==> src/rtl/zb_param_fifo.sv <==
// Parametrised synchronous FIFO with standard or first-word-fall-through read,
// occupancy count, registered threshold flags and sticky overflow/underflow flags.
module zb_param_fifo #(
    parameter int DATA_WIDTH   = 4,
    parameter int DEPTH        = 16,
    parameter int AFULL_LEVEL  = DEPTH - 2,
    parameter int AEMPTY_LEVEL = 2,
    parameter bit FWFT         = 1'b0,
    parameter int CW           = $clog2(DEPTH + 1)
) (
    input  logic                  inClock,
    input  logic                  inReset,
    input  logic                  inWriteEnable,
    input  logic [DATA_WIDTH-1:0] inData,
    input  logic                  inReadEnable,
    input  logic                  inClearFlags,
    output logic [DATA_WIDTH-1:0] outData,
    output logic                  outValid,
    output logic                  outFull,
    output logic                  outEmpty,
    output logic                  outAlmostFull,
    output logic                  outAlmostEmpty,
    output logic [CW-1:0]         outCount,
    output logic                  outOverflow,
    output logic                  outUnderflow
);

    localparam int PW = (DEPTH > 1) ? $clog2(DEPTH) : 1;
    localparam logic [PW-1:0] LAST_PTR     = PW'(DEPTH - 1);
    localparam logic [CW-1:0] FULL_COUNT   = CW'(DEPTH);
    localparam logic [CW-1:0] AFULL_COUNT  = CW'(AFULL_LEVEL);
    localparam logic [CW-1:0] AEMPTY_COUNT = CW'(AEMPTY_LEVEL);

    logic [DATA_WIDTH-1:0] mem_r [DEPTH];
    logic [PW-1:0]         wrPtr_r;
    logic [PW-1:0]         rdPtr_r;
    logic [CW-1:0]         count_r;
    logic [CW-1:0]         countNext_s;
    logic                  full_r;
    logic                  empty_r;
    logic                  almostFull_r;
    logic                  almostEmpty_r;
    logic                  overflow_r;
    logic                  underflow_r;
    logic                  readAccept_s;
    logic                  writeAccept_s;

    // Pointers wrap by explicit compare so DEPTH need not be a power of two.
    function automatic logic [PW-1:0] nextPtr(input logic [PW-1:0] ptr);
        return (ptr == LAST_PTR) ? {PW{1'b0}} : ptr + PW'(1);
    endfunction

    // Accept decisions and next occupancy; a full FIFO takes a write only alongside a pop.
    always_comb begin
        readAccept_s  = inReadEnable & ~empty_r;
        writeAccept_s = inWriteEnable & (~full_r | readAccept_s);
        case ({writeAccept_s, readAccept_s})
            2'b10:   countNext_s = count_r + CW'(1);
            2'b01:   countNext_s = count_r - CW'(1);
            default: countNext_s = count_r;
        endcase
    end

    // Pointers, count, status flags and sticky error flags; a new error beats a clear.
    always_ff @(posedge inClock) begin
        if (inReset) begin
            wrPtr_r       <= {PW{1'b0}};
            rdPtr_r       <= {PW{1'b0}};
            count_r       <= {CW{1'b0}};
            full_r        <= 1'b0;
            empty_r       <= 1'b1;
            almostFull_r  <= 1'b0;
            almostEmpty_r <= 1'b1;
            overflow_r    <= 1'b0;
            underflow_r   <= 1'b0;
        end else begin
            if (writeAccept_s) begin
                wrPtr_r <= nextPtr(wrPtr_r);
            end
            if (readAccept_s) begin
                rdPtr_r <= nextPtr(rdPtr_r);
            end
            count_r       <= countNext_s;
            full_r        <= (countNext_s == FULL_COUNT);
            empty_r       <= (countNext_s == {CW{1'b0}});
            almostFull_r  <= (countNext_s >= AFULL_COUNT);
            almostEmpty_r <= (countNext_s <= AEMPTY_COUNT);
            overflow_r    <= (inWriteEnable & ~writeAccept_s) | (overflow_r & ~inClearFlags);
            underflow_r   <= (inReadEnable & empty_r) | (underflow_r & ~inClearFlags);
        end
    end

    // Storage array; contents are not cleared by reset, only made unreachable.
    always_ff @(posedge inClock) begin
        if (!inReset && writeAccept_s) begin
            mem_r[wrPtr_r] <= inData;
        end
    end

    generate
        if (FWFT) begin : gFwft
            // Head word is presented directly from storage; blanked while empty.
            assign outData  = empty_r ? {DATA_WIDTH{1'b0}} : mem_r[rdPtr_r];
            assign outValid = ~empty_r;
        end else begin : gStd
            logic [DATA_WIDTH-1:0] readData_r;
            logic                  readValid_r;

            // Registered read port: data loads on a pop, valid pulses for one cycle.
            always_ff @(posedge inClock) begin
                if (inReset) begin
                    readData_r  <= {DATA_WIDTH{1'b0}};
                    readValid_r <= 1'b0;
                end else begin
                    readValid_r <= readAccept_s;
                    if (readAccept_s) begin
                        readData_r <= mem_r[rdPtr_r];
                    end
                end
            end

            assign outData  = readData_r;
            assign outValid = readValid_r;
        end
    endgenerate

    assign outFull        = full_r;
    assign outEmpty       = empty_r;
    assign outAlmostFull  = almostFull_r;
    assign outAlmostEmpty = almostEmpty_r;
    assign outCount       = count_r;
    assign outOverflow    = overflow_r;
    assign outUnderflow   = underflow_r;

endmodule

==> config.mk <==
export PLATFORM = sky130hd
export DESIGN_NAME = zb_param_fifo
export DESIGN_NICKNAME = d
export VERILOG_FILES = /design/src/rtl/zb_param_fifo.sv
export SDC_FILE = /design/constraint.sdc
export NUM_CORES = 1
export LEC_CHECK = 0
export CAP_MARGIN = 0
export CELL_PAD_IN_SITES_DETAIL_PLACEMENT = 0
export CELL_PAD_IN_SITES_GLOBAL_PLACEMENT = 1
export CORE_ASPECT_RATIO = 1.2
export CORE_MARGIN = 5
export CORE_UTILIZATION = 45
export DETAILED_ROUTE_END_ITERATION = 8
export PLACE_DENSITY_LB_ADDON = 0.25
export SYNTH_ARGS = -nofsm -noshare
export SYNTH_HDL_FRONTEND = slang
export SYNTH_SLANG_ARGS = --single-unit
export TNS_END_PERCENT = 1
==> constraint.sdc <==
create_clock -name inClock -period 6.93 [get_ports inClock]
set_clock_uncertainty 0.15 [all_clocks]
set_input_delay 1.7325 -clock inClock [delete_from_list [all_inputs] [get_ports inClock]]
set_output_delay 1.7325 -clock inClock [all_outputs]
set_load 0.05 [all_outputs]
==> results.toml, run 1 <==
[run_status]
outcome = "complete, no violations"

[setup_path]
path_delay_family = "compound AO/OA/AOI/OAI gates"
r2r_slack_ps = 3340
r2r_cells = 11
worstSetupEndpointType = "register"
critical_path_class = "in2reg"
crit_chain = "clkdlybuf4s50_1 -> nand2b_1 -> a21boi_1 -> inv_1 -> ha_1 -> xor2_1 -> ha_1 -> a21o_1 -> and2_1 -> o22ai_1 -> xor2_1 -> a41o_1"
worstReg2RegStart = "outEmpty"
critPathMaxStageDelay_ps = 490
critPathMaxFanout = 15
critPathBufInv = 2
reg2reg_to = "outAlmostEmpty"
cp.required_ps = 7070
startpoint_type = "input port"
slowest_stage = "clkdlybuf4s50_1"
cp.arrival_ps = 5190

[clock_network]
holdBufCountCts = 0
postCtsSetupBuffers = 0
clkLatencyLatePin_ps = 350
cts_tree = "done"
clockBufferDepth = 2
cts-resized-gates = 0
clk_pin_slew_worst_paths_ps = 100
cts-root-buf = "clkbuf_8"
h-tree-depth = 3
numCtsBuffers = 9
cts_sinks = 88

[synth]
synth_common_cells = "64 x edfxtp_1, 34 x nor2_1, 24 x dfxtp_1, 21 x nand2_1, 16 x mux4_2"
synth_cell_types = 44
yosysMostFrequentCell = "edfxtp_1"
synth_top_area_cell = "edfxtp_1"
synth_top_area_frac = 0.517
avgSynthCellArea_um2 = 14.0
synth_area_leaders = "edfxtp_1 52%, dfxtp_1 13%, mux4_2 9.7%, nor2_1 3.4%, ha_1 2.7%"
synth-edff-count = 64
synthFlopType = "edfxtp_1"
synth_cells = 265
syn_nets = 282
syn_area_um2 = 3720
ys_seq_area_frac = 0.646
async_flop_share = 0
yosys_register_bits = 88
yosysWarningCount = 0

[sta]
setup-tns-final_ps = 0
finalSetupViolCount = 0
finalMaxSlewViolations = 0
period_share = 0.729
finalCriticalPeriod_ps = 5050
clock.fmax_mhz = 198
hold_viol_final = 0
worstMarginPinSlew_ps = 926
rsz0062_at_grt = "no"
slew-limit-headroom = 0.381

[power_and_ir_drop]
vdd_ir_drop_max_mv = 0.155
p_leak_nw = 1.36
power.density_nw_per_um2 = 303

[place]
dpl.hpwl_um = 4600
portBuffers = 24
gp_congestion = 0.824
placed_cell_area_um2 = 4010

[worst_hold_path]
hold_class = "reg2reg"
worstHoldPathCells = 2
worstHoldStart = "outOverflow"
min_to = "outOverflow"

[global_routing]
grt_first_pass_wirelength_um = 10800
grt_pass1_vias = 2105
antenna_found_initial = 0
overflow = 0
grt_max_degree = 26
grtUsageTotal = 0.143

[die]
fp.coreArea_um2 = 8110
die-area_um2 = 10200
initial_core_util = 0.458
io_pins = 25
die_y_um = 110
die_width_um = 93.0
rows = 36

[detailed_routing]
drt_iter0_drc = 114
drc = 0
detail-route-antenna-nets = 0
vias_per_cell = 5.49
vias = 2114
wl_per_cell_um = 17.8
finalWirelength_um = 6840
drtPass1Iterations = 5

[run]
cap_violations = 0

[finish]
diodes = 0
fin_nets = 302
syn_to_final_growth_pct = 12.9
layout-drive-gt1-share = 0.134
fin_area_um2 = 4200
[cell usage in the layout, fill, tap and decap left out, types with 2 or more instances in the layout]
master	n
mux4_2	16
nor3_1	5
clkbuf_8	9
nor2_1	34
ha_1	8
a21oi_1	13
inv_1	6
a31oi_1	4
inv_6	3
nand3_1	7
xor2_1	5
nand2b_1	3
a22oi_1	5
o21ai_0	3
o22ai_1	2
a211oi_1	2
mux2i_1	3
dfxtp_1	24
clkinvlp_4	2
nor2b_1	2
nand2_1	21
clkdlybuf4s50_1	24
edfxtp_1	64
a21o_1	2
[routing by layer]
| layer | wire [µm] | up-vias | GRT usage |
|---|---|---|---|
| li1 | - | 1040 | - |
| met1 | 3000 | 1028 | 0.173 |
| met2 | 3530 | 38 | 0.252 |
| met3 | 224 | 8 | 0.0287 |
| met4 | 80 | 0 | 0.0555 |
| met5 | 0 | - | 0 |
[cell type report]
cell class	instances	area [µm²]
Sequential cell	88	2400
Inverter	6	22.5
Multi-Input combinational cell	155	1220
Fill cell	707	3910
Tap cell	95	119
Clock inverter	7	61.3
Clock buffer	9	124
Timing Repair Buffer	25	248
[sequential cells by signal, indices dropped and copies added, names as in the netlist, 4 cells and up]
register / count
wrPtr_r: 4
outCount: 5
rdPtr_r: 4
outData: 4
mem_r: 64
[worst max path at each step]
stage | startpoint | to | slack, ps | cells past startpoint
finish | inReadEnable | outAlmostEmpty | 1880 | 12
global route | inReadEnable | outAlmostFull | 1630 | 12
detailed placement | inReadEnable | outAlmostFull | 1540 | 12
global placement | inReadEnable | outAlmostFull | 1660 | 12
floorplan | inReadEnable | outAlmostEmpty | 2660 | 12
CTS | inReadEnable | outAlmostEmpty | 1920 | 12
[per-stage QoR]
| stage | total power, W | hold slack [ps] | worst slack [ps] | std cells | utilization |
|---|---|---|---|---|---|
| after floorplan | 0.000866 | 331 | 2660 | 265 | - |
| after global placement | 0.000949 | 320 | 1660 | 369 | 0.495 |
| after detailed placement | 0.000951 | 326 | 1540 | 369 | 0.495 |
| after CTS | 0.00128 | 350 | 1920 | 385 | 0.517 |
| after global routing | 0.00133 | 374 | 1630 | 385 | 0.517 |
| final | 0.00127 | 344 | 1880 | 385 | 0.517 |
[kinds of logic after synthesis]
| logic type | after synthesis | synth area share |
|---|---|---|
| fa+ha+maj | 8 | 0.0269 |
| simple gates | 82 | 0.108 |
| compound gates | 41 | 0.0761 |
| buf+inv | 22 | 0.0256 |
| flops | 88 | 0.646 |
| xor+xnor | 5 | 0.0118 |
| mux | 19 | 0.105 |
[worst reg2reg max path: cells and delay by family (launching register included)]
family | cells | cell delay (ps)
compound gates | 4 | 1060
xor+xnor | 2 | 670
buf+inv | 1 | 170
simple gates | 2 | 590
fa+ha+maj | 2 | 560
flops | 1 | 340
[power by group]
part / total (W) / internal, W / switching (W)
Combinational: 0.000315 / 0.000126 / 0.000189
Clock: 0.000335 / 0.000137 / 0.000198
Sequential: 0.000621 / 0.000590 / 0.0000304
Total: 0.00127 / 0.000853 / 0.000417
(Power assumes the default switching activity.)
==> inputs of run 2 (changes only) <==
clock period = 4.89 ns   (was 6.93 ns; I/O delays follow)
==> run 2 against run 1 <==
- register-to-register slack got worse by 1500 ps
- cell area increased by 0.87%
- first-iteration DRC count increased by 60%
- setup slack got worse by 1000 ps
- largest cell class unchanged
==> results.toml, run 2 (synthesis gave the netlist of run 1 again) <==
[setup_path]
cp.arrival_ps = 4170
critPathMaxStageDelay_ps = 480
critPathMaxFanout = 9
critical_path_class = "in2reg"
slowest_stage = "clkdlybuf4s50_1"
worstSetupEndpointType = "register"
crit_chain = "clkdlybuf4s50_1 -> nand2b_1 -> a21boi_1 -> buf_4 -> inv_1 -> ha_1 -> xor2_1 -> ha_1 -> a21o_1 -> and2_1 -> o22ai_1 -> xor2_1 -> a41o_1"
worstReg2RegStart = "outEmpty"
startpoint_type = "input port"
startpoint = "inReadEnable"
cp.required_ps = 5050

[die]
initial_core_util = 0.458
io_pins = 25
rows = 36
die_width_um = 93.0
fp.coreArea_um2 = 8110
die_y_um = 110
die-area_um2 = 10200

[detailed_routing]
detail-route-antenna-nets = 0
drt_iter0_drc = 182
drc = 0
vias = 2113
wl_per_cell_um = 17.2
finalWirelength_um = 6660
vias_per_cell = 5.45
drtPass1Iterations = 4

[power_and_ir_drop]
vdd_ir_drop_max_mv = 0.235
p_switching_w = 0.000597
swShare = 0.329
p_leak_nw = 1.38
power.density_nw_per_um2 = 430
comb_power_share = 0.248
seq_power_share = 0.483
intPower_w = 0.00122
clkPwrFrac = 0.269
finalPower_w = 0.00182

[clock_network]
cts_tree = "done"
clockBufferDepth = 2
cts-root-buf = "clkbuf_8"
holdBufCountCts = 0
cts-resized-gates = 0
numCtsBuffers = 9
clk_pin_slew_worst_paths_ps = 100
h-tree-depth = 3
clkLatencyLatePin_ps = 360
cts_sinks = 88
postCtsSetupBuffers = 0

[place]
dpl.hpwl_um = 4540
portBuffers = 24
gp_congestion = 0.826

[finish]
largest_reg_flops = 64
fillCellCount = 691
layout-drive-gt1-share = 0.143
diodes = 0
fin_nets = 305
syn_to_final_growth_pct = 13.9
final_cell_mix = "64 x edfxtp_1, 34 x nor2_1, 24 x clkdlybuf4s50_1, 24 x dfxtp_1, 21 x nand2_1"
top_register = "mem_r"
layout_commonest_cell = "edfxtp_1"

[global_routing]
antenna_found_initial = 0
grt_pass1_vias = 2202
overflow = 0
grt_max_degree = 26
grt_first_pass_wirelength_um = 11100
grtUsageTotal = 0.146

[worst_hold_path]
hold_class = "reg2reg"
worstHoldStart = "outData[1]"

[sta]
clock.fmax_mhz = 249
hold_viol_final = 0
slew-limit-headroom = 0.422
finalMaxSlewViolations = 0
setup-tns-final_ps = 0
finalSetupViolCount = 0
finalCriticalPeriod_ps = 4020
worstMarginPinSlew_ps = 865
rsz0062_at_grt = "no"
period_share = 0.821

[run]
cap_violations = 0

[run_status]
outcome = "complete, no violations"
run 2: cell count changes in the layout (fill, tap and decap cells not counted):
cell / previous run / this run
buf_4: 1 / 4
inv_6: 3 / 0
inv_8: 1 / 3
clkinv_4: 1 / 2
clkinv_8: 0 / 1
clkinvlp_4: 2 / 1
run 2: power groups by stage:
| stage | combinational, W | clock [W] | sequential [W] |
|---|---|---|---|
| finish | 0.000451 | 0.000489 | 0.000878 |
| CTS | 0.000453 | 0.000500 | 0.000879 |
| global placement | 0.000451 | 0 | 0.000896 |
| floorplan | 0.000248 | 0 | 0.000979 |
| global route | 0.000485 | 0.000544 | 0.000885 |
| detailed placement | 0.000452 | 0 | 0.000897 |
run 2: layer usage:
| metal | GRT usage | share of wire | vias to the layer above |
|---|---|---|---|
| li1 | - | - | 1044 |
| met1 | 0.176 | 0.44 | 1035 |
| met2 | 0.253 | 0.51 | 27 |
| met5 | 0 | 0 | - |
| met3 | 0.0376 | 0.037 | 7 |
| met4 | 0.0534 | 0.014 | 0 |
run 2: critical path: cells and delay by family:
family / cells / cell delay (ps)
AND/OR/NAND/NOR: 2 / 250
buffers and inverters: 3 / 720
adder cells (fa/ha/maj): 2 / 540
XOR/XNOR: 2 / 670
AO/OA/AOI/OAI: 4 / 760
run 2: through the flow:
stage | hold WS, ps | instance area [µm²] | utilization | std cells | setup slack, ps
after floorplan | 331 | 3720 | - | 265 | 1130
after global placement | 333 | 4030 | 0.497 | 372 | 595
after detailed placement | 333 | 4030 | 0.497 | 372 | 533
after CTS | 356 | 4230 | 0.522 | 388 | 909
after global routing | 378 | 4230 | 0.522 | 388 | 763
final | 349 | 4230 | 0.522 | 388 | 875
run 2: path summary, 6_finish.rpt:
path	to	slack, ps	cells past startpoint
hold / removal	outData[1]	350	2
setup / recovery	outAlmostEmpty	870	13
setup reg to reg	outAlmostEmpty	1800	12
hold reg to reg	outData[1]	350	2
run 2: area by class of cell:
type                       count  area [µm²]  share of cell area
timing repair buffer          28         270              0.0639
sequential                    88        2400               0.568
tap                           95         119              0.0281
inverter                       6        22.5             0.00532
clock buffer                   9         124              0.0293
multi-input combinational    155        1220               0.288
clock inverter                 7        75.1              0.0177
